===== src/rtl/ds_slot_scheduler_if.sv =====
// Stream and symbol-output bundle for ds_slot_scheduler.
// The scheduler uses the slave view. The sources and sink use the master view.
interface ds_slot_scheduler_if #(
  parameter int DATA_W = 8
);
  logic [DATA_W-1:0] ds1_data;
  logic [DATA_W-1:0] ds2_data;
  logic [DATA_W-1:0] ds3_data;
  logic              ds1_valid;
  logic              ds2_valid;
  logic              ds3_valid;
  logic              ds1_ready;
  logic              ds2_ready;
  logic              ds3_ready;
  logic [DATA_W-1:0] out_data;
  logic              out_valid;
  logic [1:0]        out_sel;
  logic              frame_start;

  modport slave (
    input  ds1_data, ds2_data, ds3_data,
    input  ds1_valid, ds2_valid, ds3_valid,
    output ds1_ready, ds2_ready, ds3_ready,
    output out_data, out_valid, out_sel, frame_start
  );

  modport master (
    output ds1_data, ds2_data, ds3_data,
    output ds1_valid, ds2_valid, ds3_valid,
    input  ds1_ready, ds2_ready, ds3_ready,
    input  out_data, out_valid, out_sel, frame_start
  );
endinterface


===== src/rtl/ds_slot_scheduler.sv =====
// Round-robin time-division scheduler for three byte streams.
// It advances once per sym_en strobe. The active configuration (mode, slot
// length) is shadowed and only reloaded at frame boundaries.
module ds_slot_scheduler #(
  parameter int                DATA_W    = 8,
  parameter int                SLOT_W    = 3,
  parameter logic [DATA_W-1:0] IDLE_BYTE = {DATA_W{1'b0}}
) (
  input  logic               clk,
  input  logic               rst,
  input  logic               sym_en,
  input  logic [1:0]         mode,
  input  logic [SLOT_W-1:0]  slot_len,
  ds_slot_scheduler_if.slave bus,
  output logic [15:0]        underrun_cnt,
  output logic               cfg_err
);

  typedef enum logic {
    IDLE = 1'b0,
    RUN  = 1'b1
  } state_t;

  state_t              state_reg, state_next;
  logic [1:0]          act_mode_reg, act_mode_next;
  logic [SLOT_W-1:0]   act_len_reg, act_len_next;
  logic [1:0]          cur_reg, cur_next;
  logic [SLOT_W-1:0]   slot_cnt_reg, slot_cnt_next;
  logic [DATA_W-1:0]   out_data_reg, out_data_next;
  logic                out_valid_reg, out_valid_next;
  logic [1:0]          out_sel_reg, out_sel_next;
  logic                frame_start_reg, frame_start_next;
  logic [15:0]         underrun_reg, underrun_next;
  logic                cfg_err_reg, cfg_err_next;

  logic [DATA_W-1:0]   src_data;
  logic                src_valid;
  logic [SLOT_W-1:0]   load_len;
  logic [SLOT_W-1:0]   act_len_m1;
  logic                slot_last;
  logic                frame_end;

  // A zero slot length is illegal and is replaced by a length of one.
  assign load_len   = (slot_len == '0) ? {{(SLOT_W-1){1'b0}}, 1'b1} : slot_len;
  // act_len is never 0, so this subtraction cannot wrap.
  assign act_len_m1 = act_len_reg - {{(SLOT_W-1){1'b0}}, 1'b1};
  assign slot_last  = (slot_cnt_reg == act_len_m1);
  // The last active stream number equals act_mode (01->1, 10->2, 11->3).
  assign frame_end  = slot_last && (cur_reg == act_mode_reg);

  // Select the data and valid of the stream that owns the current slot.
  always_comb begin
    src_data  = IDLE_BYTE;
    src_valid = 1'b0;
    case (cur_reg)
      2'd1: begin src_data = bus.ds1_data; src_valid = bus.ds1_valid; end
      2'd2: begin src_data = bus.ds2_data; src_valid = bus.ds2_valid; end
      2'd3: begin src_data = bus.ds3_data; src_valid = bus.ds3_valid; end
      default: begin src_data = IDLE_BYTE; src_valid = 1'b0; end
    endcase
  end

  // The handshake is a function of registered state and the strobe only.
  // It is forced low while reset is asserted, so no partial transfer occurs.
  assign bus.ds1_ready = sym_en & ~rst & (state_reg == RUN) & (cur_reg == 2'd1);
  assign bus.ds2_ready = sym_en & ~rst & (state_reg == RUN) & (cur_reg == 2'd2);
  assign bus.ds3_ready = sym_en & ~rst & (state_reg == RUN) & (cur_reg == 2'd3);

  assign bus.out_data    = out_data_reg;
  assign bus.out_valid   = out_valid_reg;
  assign bus.out_sel     = out_sel_reg;
  assign bus.frame_start = frame_start_reg;
  assign underrun_cnt    = underrun_reg;
  assign cfg_err         = cfg_err_reg;

  // Next-state logic: configuration load, symbol emission and slot advance.
  always_comb begin
    state_next       = state_reg;
    act_mode_next    = act_mode_reg;
    act_len_next     = act_len_reg;
    cur_next         = cur_reg;
    slot_cnt_next    = slot_cnt_reg;
    out_data_next    = out_data_reg;
    out_sel_next     = out_sel_reg;
    out_valid_next   = 1'b0;
    frame_start_next = 1'b0;
    underrun_next    = underrun_reg;
    cfg_err_next     = cfg_err_reg;

    case (state_reg)
      IDLE: begin
        // Load strobe: latch the configuration. No symbol is emitted.
        if (sym_en) begin
          act_mode_next = mode;
          act_len_next  = load_len;
          if (slot_len == '0) cfg_err_next = 1'b1;
          if (mode != 2'b00) begin
            state_next    = RUN;
            cur_next      = 2'd1;
            slot_cnt_next = '0;
          end
        end
      end

      RUN: begin
        if (sym_en) begin
          out_valid_next   = 1'b1;
          frame_start_next = (cur_reg == 2'd1) && (slot_cnt_reg == '0);
          if (src_valid) begin
            out_data_next = src_data;
            out_sel_next  = cur_reg;
          end else begin
            // Underrun: fill with the idle byte and leave the slot timing unchanged.
            out_data_next = IDLE_BYTE;
            out_sel_next  = 2'd0;
            if (underrun_reg != 16'hFFFF) underrun_next = underrun_reg + 16'd1;
          end

          if (frame_end) begin
            // Frame boundary: this is the only point where a new configuration is applied.
            act_mode_next = mode;
            act_len_next  = load_len;
            if (slot_len == '0) cfg_err_next = 1'b1;
            if (mode == 2'b00) state_next = IDLE;
            cur_next      = 2'd1;
            slot_cnt_next = '0;
          end else if (slot_last) begin
            // The current stream is not the last active one, so the next stream is cur+1.
            slot_cnt_next = '0;
            cur_next      = cur_reg + 2'd1;
          end else begin
            slot_cnt_next = slot_cnt_reg + {{(SLOT_W-1){1'b0}}, 1'b1};
          end
        end
      end

      default: state_next = IDLE;
    endcase
  end

  // State and output registers with asynchronous reset.
  always_ff @(posedge clk or posedge rst) begin
    if (rst) begin
      state_reg       <= IDLE;
      act_mode_reg    <= 2'b00;
      act_len_reg     <= {{(SLOT_W-1){1'b0}}, 1'b1};
      cur_reg         <= 2'd1;
      slot_cnt_reg    <= '0;
      out_data_reg    <= IDLE_BYTE;
      out_valid_reg   <= 1'b0;
      out_sel_reg     <= 2'd0;
      frame_start_reg <= 1'b0;
      underrun_reg    <= 16'd0;
      cfg_err_reg     <= 1'b0;
    end else begin
      state_reg       <= state_next;
      act_mode_reg    <= act_mode_next;
      act_len_reg     <= act_len_next;
      cur_reg         <= cur_next;
      slot_cnt_reg    <= slot_cnt_next;
      out_data_reg    <= out_data_next;
      out_valid_reg   <= out_valid_next;
      out_sel_reg     <= out_sel_next;
      frame_start_reg <= frame_start_next;
      underrun_reg    <= underrun_next;
      cfg_err_reg     <= cfg_err_next;
    end
  end

endmodule


===== src/flat_wrapper.sv =====
// flat-port wrapper written by rule: the top's interface ports become plain ports
module ds_slot_scheduler_flat 
#(
  parameter int                DATA_W    = 8,
  parameter int                SLOT_W    = 3,
  parameter logic [DATA_W-1:0] IDLE_BYTE = {DATA_W{1'b0}}
)
  (clk, rst, sym_en, mode, slot_len, underrun_cnt, cfg_err, bus_ds1_data, bus_ds2_data, bus_ds3_data, bus_ds1_valid, bus_ds2_valid, bus_ds3_valid, bus_ds1_ready, bus_ds2_ready, bus_ds3_ready, bus_out_data, bus_out_valid, bus_out_sel, bus_frame_start);
  ds_slot_scheduler_if #(.DATA_W(DATA_W)) bus_i ();
  input  logic clk;
  input  logic rst;
  input  logic sym_en;
  input  logic [1:0] mode;
  input  logic [SLOT_W-1:0] slot_len;
  output logic [15:0] underrun_cnt;
  output logic cfg_err;
  input wire logic [$bits(bus_i.ds1_data)-1:0] bus_ds1_data;
  input wire logic [$bits(bus_i.ds2_data)-1:0] bus_ds2_data;
  input wire logic [$bits(bus_i.ds3_data)-1:0] bus_ds3_data;
  input wire logic [$bits(bus_i.ds1_valid)-1:0] bus_ds1_valid;
  input wire logic [$bits(bus_i.ds2_valid)-1:0] bus_ds2_valid;
  input wire logic [$bits(bus_i.ds3_valid)-1:0] bus_ds3_valid;
  output wire logic [$bits(bus_i.ds1_ready)-1:0] bus_ds1_ready;
  output wire logic [$bits(bus_i.ds2_ready)-1:0] bus_ds2_ready;
  output wire logic [$bits(bus_i.ds3_ready)-1:0] bus_ds3_ready;
  output wire logic [$bits(bus_i.out_data)-1:0] bus_out_data;
  output wire logic [$bits(bus_i.out_valid)-1:0] bus_out_valid;
  output wire logic [$bits(bus_i.out_sel)-1:0] bus_out_sel;
  output wire logic [$bits(bus_i.frame_start)-1:0] bus_frame_start;
  assign bus_i.ds1_data = bus_ds1_data;
  assign bus_i.ds2_data = bus_ds2_data;
  assign bus_i.ds3_data = bus_ds3_data;
  assign bus_i.ds1_valid = bus_ds1_valid;
  assign bus_i.ds2_valid = bus_ds2_valid;
  assign bus_i.ds3_valid = bus_ds3_valid;
  assign bus_ds1_ready = bus_i.ds1_ready;
  assign bus_ds2_ready = bus_i.ds2_ready;
  assign bus_ds3_ready = bus_i.ds3_ready;
  assign bus_out_data = bus_i.out_data;
  assign bus_out_valid = bus_i.out_valid;
  assign bus_out_sel = bus_i.out_sel;
  assign bus_frame_start = bus_i.frame_start;
  ds_slot_scheduler #(.DATA_W(DATA_W), .SLOT_W(SLOT_W), .IDLE_BYTE(IDLE_BYTE)) u_core (.clk(clk), .rst(rst), .sym_en(sym_en), .mode(mode), .slot_len(slot_len), .bus(bus_i), .underrun_cnt(underrun_cnt), .cfg_err(cfg_err));
endmodule

===== config.mk =====
export PLATFORM = sky130hd
export DESIGN_NAME = ds_slot_scheduler_flat
export DESIGN_NICKNAME = d
export VERILOG_FILES = /design/src/rtl/ds_slot_scheduler_if.sv /design/src/rtl/ds_slot_scheduler.sv /design/src/flat_wrapper.sv
export SDC_FILE = /design/constraint.sdc
export NUM_CORES = 1
export LEC_CHECK = 0
export BUFFER_PORTS_ARGS = -buffer_cell sky130_fd_sc_hd__buf_2
export CORE_MARGIN = 4
export CORE_UTILIZATION = 45
export CTS_BUF_LIST = sky130_fd_sc_hd__clkbuf_8
export DETAILED_ROUTE_END_ITERATION = 10
export PLACE_DENSITY = 0.72
export SYNTH_ARGS = -nofsm -noshare
export SYNTH_HDL_FRONTEND = slang
export SYNTH_SLANG_ARGS = --single-unit
export TNS_END_PERCENT = 30

===== constraint.sdc =====
create_clock -name clk -period 3.02 [get_ports clk]
set_input_delay 0.302 -clock clk [delete_from_list [all_inputs] [get_ports clk]]
set_output_delay 0.302 -clock clk [all_outputs]
set_load 0.01 [all_outputs]

==> results.toml, run 1 <==
[run_status]
outcome = "finished, final reports clean"

[clock_tree]
cts_max_level = 2
post-cts-setup-buffer-count = 0
clock-root-buffer = "clkbuf_8"
cts_made_buffers = 5
cts_tree = "yes"
clk_latency_ps = 290
clockBufferDepth = 2
postCtsHoldBufs = 0
cts_resized = 0
path_clk_slew_ps = 80
clock-sinks = 40

[logic_synthesis]
synth_area_leader_cell = "dfrtp_1"
synth_top_area_share_pct = 46.29
synth_cell_types = 43
yosysMostFrequentCell = "dfrtp_1"
ys_ff_latch = 40
syn_nets = 233
syn_avg_cell_area_um2 = 10.81
synthCells = 190
synth_area_um2 = 2054
synthTopCellsByArea = "dfrtp_1 (46%), ha_1 (4.9%), xor2_1 (4.7%)"
synth_ff_type = "dfrtp_1"
synthArstFlopShare_pct = 100.0
yosys_warnings = 0
ys_seq_area_share_pct = 48.84
netlist_top_cells_count = "dfrtp_1 (38), nand2_1 (20), o21ai_0 (16)"
synth_edf_count = 0

[floorplan]
fp.dieW_um = 75.57
dieArea_um2 = 5711
ioPinCount = 67
fp-row-count = 24
initial_core_util_pct = 46.86
core_area_um2 = 4384
die_h_um = 75.57

[run]
maxCapViolCount = 0

[timing]
skew_ps = 4.613
fin_crit_sh_pct = 84.88
maxSlewViolCount = 0
min_period_ps = 2563
tns_ps = 0
hold_viol = 0
finalWorstSetupSlack_ps = 456.6
setup_viol = 0
worst_pin_slew_ps = 662.0
slew_headroom_pct = 55.49
max_freq_ghz = 0.3901
rsz0062_at_grt = "no"

[critical_path]
endpoint_kind = "register"
start_kind = "register"
required_ps = 3230
crit_type = "reg -> reg"
worstPathMaxFanout = 10
cp_data_arrival_time_ps = 2770

[global_routing]
grt_remaining_overflow = 0
grt_pass1_wl_um = 7389
grt_use_total_pct = 16.83
grt_pass1_vias = 1613
grt_start_max_net_pins = 20
antenna_found_initial = 0

[final_layout]
fillers = 399
design_area_um2 = 2499
nets = 300
drive_gt1_share_pct = 34.63
antenna_cells = 0
area_growth_pct = 21.62
largest_reg_flops = 16

[route]
wl_per_cell_um = 15.15
viasPerCell = 5.595
postRouteAntennaNets = 0
first_pass_iters = 5
routed_wl_um = 4682
remaining_drc_errors = 0
num_vias = 1729
drtIter0Drc = 134

[power_and_ir_drop]
peakVddDrop_uv = 510.5
p_per_area_nw_per_um2 = 805.0
p_leak_nw = 1.300

[placed_design]
portBuffers = 66
place_congestion = 0.8428
dp_slack_ps = 502.3
postPlaceCellArea_um2 = 2421
dpl.hpwl_um = 3550

[min_path]
hold_class = "in -> async"
[worst paths after layout]
path	startpoint	to	slack, ps	cells after the start
setup / recovery	u_core.cur_reg[0]	u_core.underrun_cnt[15]	460	6
hold / removal	rst	u_core.underrun_cnt[0]	0.2	2
setup reg to reg	u_core.cur_reg[0]	u_core.underrun_cnt[15]	460	6
hold reg to reg	u_core.cfg_err	u_core.cfg_err	470	2
max in group asynchronous	rst	u_core.act_len_reg[0]	2340	3
min in group clk	slot_len[0]	u_core.cfg_err	210	2
[cell usage in the layout (no fill, tap or decap), types with 3 or more instances in the layout]
master    count
and3_1        4
and4_1        3
ha_1          8
dfrtp_1      38
xnor2_1       7
clkbuf_8      5
inv_1        15
a21oi_1       3
nand4_1       4
mux2_2        5
nand2_1      20
buf_2        66
a222oi_1      9
a211oi_1      4
nand3_1       3
o21ai_0      16
nor3_1        3
nor2_1        3
xor2_1       11
[metal layers]
| metal | vias up | global-route usage, % | wire [µm] |
|---|---|---|---|
| li1 | 825 | - | - |
| met1 | 841 | 22.05 | 2068 |
| met2 | 59 | 27.13 | 2186 |
| met3 | 4 | 4.354 | 376 |
| met4 | 0 | 5.825 | 50 |
| met5 | - | 0 | 0 |
[critical path, cell delays in order, from the launching register on]
cell	delay, ps
dfstp_2	570
inv_1	100
ha_1	340
a222oi_1	640
o2111ai_2	310
nor3_1	310
mux2i_1	210
[area by class of cell]
type,instances,area (µm²),area share [%]
Sequential cell,40,1003,40.16
Clock inverter,2,8.758,0.3505
Tap cell,52,65.06,2.604
Clock buffer,5,68.82,2.754
Inverter,14,52.55,2.103
Multi-Input combinational cell,128,954.7,38.21
Timing Repair Buffer,68,345.3,13.82
[stage by stage]
stage / instances / total power (W) / hold WS [ps] / utilization, %
floorplan: 190 / 0.001437 / 398.8 / -
global placement: 302 / 0.001671 / 319.0 / 55.22
detailed placement: 302 / 0.001697 / 320.3 / 55.22
CTS: 309 / 0.002035 / 2.152 / 56.99
global route: 309 / 0.002182 / 24.37 / 56.99
finish: 309 / 0.002011 / 0.1558 / 56.99
[logic make-up (layout without fill, tap and decap cells)]
family,Yosys count,in the layout,share of synthesized area (%)
adder cells (fa/ha/maj),8,8,4.872
multiplexers,7,7,3.715
AND/OR/NAND/NOR,49,49,13.03
flip-flops,40,40,48.84
buffers and inverters,22,89,4.689
AO/OA/AOI/OAI,45,45,16.08
XOR/XNOR,19,19,8.770
[report_power, final]
| part | total (W) | switching, W | internal [W] |
|---|---|---|---|
| Combinational | 0.000830 | 0.000447 | 0.000383 |
| Sequential | 0.000849 | 0.000142 | 0.000707 |
| Clock | 0.000332 | 0.000178 | 0.000154 |
(Power assumes the default switching activity.)
==> run 2, diff against run 1 <==
==> constraint.sdc (replaced) <==
create_clock -name clk -period 2.7 [get_ports clk]
set_input_delay 0.27 -clock clk [delete_from_list [all_inputs] [get_ports clk]]
set_output_delay 0.27 -clock clk [all_outputs]
set_load 0.01 [all_outputs]
==> run 2 against run 1 <==
  * Critical path depth rose by 1
  * Final cell count rose by 1.3%
  * Sequential share of layout area decreased by 0.52 points
  * Largest cell class unchanged
  * Clock power rose by 17%
  * Critical path type unchanged
  * Combinational power increased by 15%
  * Via count is 1.4% lower
  * Design area rose by 1.3%
  * Global-route usage about the same
  * Total power up 14%
  * Die area did not move
  * Sequential power increased by 12%
  * Register-to-register slack lost 120 ps
==> results.toml, run 2 (synthesis results as in run 1) <==
[run_status]
outcome = "finished, final reports clean"

[floorplan]
initial_core_util_pct = 46.86
ioPinCount = 67
dieArea_um2 = 5711
fp-row-count = 24
fp.dieW_um = 75.57
core_area_um2 = 4384
die_h_um = 75.57

[timing]
hold_viol = 0
rsz0062_at_grt = "no"
worst_pin_slew_ps = 671.2
max_freq_ghz = 0.4224
maxSlewViolCount = 0
setup_viol = 0
skew_ps = 15.00
tns_ps = 0
slew_headroom_pct = 54.87
min_period_ps = 2367
fin_crit_sh_pct = 87.68

[route]
wl_per_cell_um = 14.51
routed_wl_um = 4543
viasPerCell = 5.444
drtIter0Drc = 166
remaining_drc_errors = 0
first_pass_iters = 4
highest_layer = "met4"
wl_met2_um = 2109
wl_met3_um = 360
met1_length_um = 1998
postRouteAntennaNets = 0
num_vias = 1704

[critical_path]
endpoint_kind = "register"
cp_slowest_stage_delay_ps = 570
path_cells = "inv_1 > ha_1 > a222oi_1 > buf_4 > o2111ai_2 > a211oi_1 > xor2_1"
cp_data_arrival_time_ps = 2580
required_ps = 2920
start_kind = "register"
critical-path-top-delay-family = "compound AO/OA/AOI/OAI gates"
critical_path_cell_count = 7
reg2reg_slack_ps = 330
worstPathMaxFanout = 10
crit_type = "reg -> reg"
crit_slowest_cell = "dfstp_2"
r2r_cells = 7
critPathBufInv = 2

[placed_design]
placedCellCount = 303
portBuffers = 66
place_congestion = 0.8279
dpl.hpwl_um = 3498

[power_and_ir_drop]
clkPwrFrac_pct = 17.0
p_total_w = 0.002288
p_leak_nw = 1.313
p_per_area_nw_per_um2 = 904.1
peakVddDrop_uv = 490.0
p_seq_share_pct = 41.4
p_int_w = 0.001410
p_sw_w = 0.0008785
swShare_pct = 38.39
p_comb_share_pct = 41.6

[final_layout]
area_growth_pct = 23.20
antenna_cells = 0
mostFrequentLayoutCell = "buf_2"
drive_gt1_share_pct = 35.25
final_cell_mix = "buf_2 (66), dfrtp_1 (38), nand2_1 (20), o21ai_0 (16), inv_1 (15)"
finalNonFillerCells = 313
largest_reg_flops = 16
nets = 303

[global_routing]
grt_pass1_vias = 1540
grt_pass1_wl_um = 7224
antenna_found_initial = 0
grt_remaining_overflow = 0
grt_start_max_net_pins = 20
grt_use_total_pct = 16.79

[clock_tree]
cts_tree = "yes"
path_clk_slew_ps = 80
cts_made_buffers = 5
clockBufferDepth = 2
cts_max_level = 2
clk_latency_ps = 300
clock-sinks = 40
clock-root-buffer = "clkbuf_8"

[run]
maxCapViolCount = 0

[min_path]
min_path_cells = 2
hold_class = "in -> reg"
-- run 2: area by class of cell --
class | instances | area (µm²)
Fill cell | 401 | 1853
Sequential cell | 40 | 1003
Multi-Input combinational cell | 128 | 954.7
Timing Repair Buffer | 71 | 370.4
Clock buffer | 5 | 68.82
Tap cell | 52 | 65.06
Inverter | 14 | 52.55
Clock inverter | 3 | 16.27
-- run 2: worst paths after layout --
check,end,startpoint
setup / recovery,u_core.underrun_cnt[3],u_core.cur_reg[0]
setup reg to reg,u_core.underrun_cnt[3],u_core.cur_reg[0]
hold / removal,u_core.cfg_err,slot_len[0]
hold reg to reg,u_core.cfg_err,u_core.cfg_err
min in group asynchronous,u_core.cur_reg[1],rst
max in group asynchronous,u_core.act_len_reg[0],rst
-- run 2: metrics by stage --
stage / hold WS, ps / area [µm²] / setup WS [ps] / utilization (%)
2_1_floorplan: 366.8 / 2054 / 508.8 / -
3_3_place_gp: 265.3 / 2429 / 315.6 / 55.39
3_5_place_dp: 266.2 / 2429 / 189.0 / 55.39
4_1_cts: 155.7 / 2524 / 175.8 / 57.56
5_1_grt: 163.5 / 2531 / 143.1 / 57.73
6_report: 167.9 / 2531 / 332.7 / 57.73
-- run 2: layer usage --
metal | GRT usage (%) | vias to the layer above
met5 | 0 | -
met3 | 4.354 | 7
li1 | - | 837
met4 | 6.990 | 0
met2 | 25.89 | 53
met1 | 22.48 | 807
-- run 2: power by group through the flow --
stage / clock network, W / logic [W] / registers, W
final: 0.000388 / 0.000953 / 0.000948
after global placement: 0 / 0.000915 / 0.000957
after CTS: 0.000403 / 0.000952 / 0.000951
after global routing: 0.000423 / 0.00107 / 0.000981
after floorplan: 0 / 0.000624 / 0.000983
after detailed placement: 0 / 0.000948 / 0.000963
-- run 2: repair_timing --
action	in CTS	in global routing
hold buffers	1	0
buffers inserted	0	1
endpoints found under the hold margin	6	0
endpoints found under the setup margin	0	4
gates resized for setup	0	0
-- run 2: worst reg2reg max path, delay by kind of cell, from the launching register on --
family          cells  cell delay [ps]
flops               1              570
fa+ha+maj           1              340
xor+xnor            1              160
buf+inv             2              290
compound gates      3              920
==> run 3, diff against run 2 <==
==> constraint.sdc (replaced) <==
create_clock -name clk -period 2.7 [get_ports clk]
set_input_delay 0.54 -clock clk [delete_from_list [all_inputs] [get_ports clk]]
set_output_delay 0.54 -clock clk [all_outputs]
set_load 0.01 [all_outputs]
==> run 3 against run 2 <==
  * Via count decreased by 0.23%
  * First-iteration DRC count grew 1.8%
  * Largest cell class unchanged
  * Design area is 0.54% lower
  * Clock power down 5.9%
  * Clock skew shrank 8.6 ps
  * Critical endpoint unchanged
  * Critical path type unchanged
  * Sequential share of layout area rose by 0.22 points
  * Non-clock buffer count down 1
  * Highest routed layer unchanged
  * Total power shrank 1.1%
  * Clock-buffer cell count did not move
  * Critical path depth fell by 1
  * Sequential power about the same
  * Combinational power is essentially flat
==> results.toml, run 3 (synthesis results as in run 1) <==
[run_status]
outcome = "finished, final reports clean"

[placed_design]
postPlaceCellArea_um2 = 2436
portBuffers = 66
dpl.hpwl_um = 3537
place_congestion = 0.7862
placedCellCount = 304

[critical_path]
reg2reg_slack_ps = 340
r2r_cells = 6
crit_type = "reg -> reg"
start_kind = "register"
worstPathMaxFanout = 7
path_cells = "inv_1 > ha_1 > a222oi_1 > o2111ai_2 > a211oi_1 > xor2_1"
cp_slowest_stage_delay_ps = 570
required_ps = 2910
cp_data_arrival_time_ps = 2560
crit_slowest_cell = "dfstp_2"
endpoint_kind = "register"

[global_routing]
grt_use_total_pct = 17.44
grt_pass1_wl_um = 7534
grt_remaining_overflow = 0
grt_start_max_net_pins = 33
grt_pass1_vias = 1670
antenna_found_initial = 0

[timing]
slew_headroom_pct = 57.46
rsz0062_at_grt = "no"
fin_crit_sh_pct = 87.28
setup_viol = 0
maxSlewViolCount = 0
min_period_ps = 2357
hold_viol = 0
max_freq_ghz = 0.4243
tns_ps = 0
worst_pin_slew_ps = 632.7
skew_ps = 6.427

[route]
wl_met3_um = 374
wl_per_cell_um = 14.95
first_pass_iters = 4
drtIter0Drc = 169
num_vias = 1700
wl_met2_um = 2205
viasPerCell = 5.449
routed_wl_um = 4663
remaining_drc_errors = 0
highest_layer = "met4"
met1_length_um = 2015
postRouteAntennaNets = 0

[min_path]
hold_class = "in -> async"

[run]
maxCapViolCount = 0

[clock_tree]
clockBufferDepth = 2
cts_made_buffers = 5
clock-root-buffer = "clkbuf_8"
post-cts-setup-buffer-count = 0
postCtsHoldBufs = 0
cts_tree = "yes"
clock-sinks = 40
path_clk_slew_ps = 70
cts_max_level = 2
cts_resized = 0
clk_latency_ps = 290

[final_layout]
nets = 302
largest_reg_flops = 16
finalNonFillerCells = 312
antenna_cells = 0
design_area_um2 = 2517
area_growth_pct = 22.53
final_cell_mix = "buf_2 (66), dfrtp_1 (38), nand2_1 (20), inv_1 (16), o21ai_0 (16)"
mostFrequentLayoutCell = "buf_2"
utilization_pct = 57.42
drive_gt1_share_pct = 35.00

[floorplan]
core_area_um2 = 4384
initial_core_util_pct = 46.86
fp.dieW_um = 75.57
fp-row-count = 24
dieArea_um2 = 5711
die_h_um = 75.57
ioPinCount = 67

[power_and_ir_drop]
p_per_area_nw_per_um2 = 898.9
p_leak_nw = 1.315
p_total_w = 0.002263
peakVddDrop_uv = 406.7
[run 3: layout make-up]
cell class,count,area (µm²)
tap,52,65.06
clock inverter,3,12.51
clock buffer,5,68.82
fill,401,1867
timing repair buffer,70,360.3
sequential,40,1003
inverter,14,52.55
multi-input combinational,128,954.7
[run 3: critical path, delay by kind of cell (launching register included)]
kind / cells / cell delay (ps)
buffers and inverters: 1 / 100
XOR/XNOR: 1 / 200
AO/OA/AOI/OAI: 3 / 1180
flip-flops: 1 / 570
adder cells (fa/ha/maj): 1 / 220
[run 3: power by group]
| part | leakage, nW | total [W] | internal, W | switching [W] |
|---|---|---|---|---|
| clock | 0.0505 | 0.000365 | 0.000174 | 0.000192 |
| sequential | 0.507 | 0.000946 | 0.000791 | 0.000155 |
| combinational | 0.757 | 0.000952 | 0.000443 | 0.000508 |
[run 3: through the flow]
stage | setup slack [ps] | hold WS, ps
global route | 151.5 | 265.6
finish | 343.4 | 239.0
CTS | 352.5 | 239.8
detailed placement | 368.9 | 449.1
floorplan | 377.2 | 451.3
global placement | 470.2 | 453.7
[run 3: worst paths after layout]
path / to / startpoint
worst min register to register: u_core.cfg_err / u_core.cfg_err
worst min-delay path: u_core.bus.out_sel[1] / rst
worst max register to register: u_core.underrun_cnt[3] / u_core.cur_reg[0]
worst max-delay path: u_core.underrun_cnt[3] / u_core.cur_reg[0]
min in group clk: u_core.cfg_err / slot_len[0]
max in group asynchronous: u_core.act_len_reg[0] / rst
[run 3: metal layers]
layer | GRT usage, % | up-vias
met5 | 0 | -
li1 | - | 839
met2 | 28.09 | 55
met1 | 22.67 | 802
met4 | 6.796 | 0
met3 | 4.354 | 4
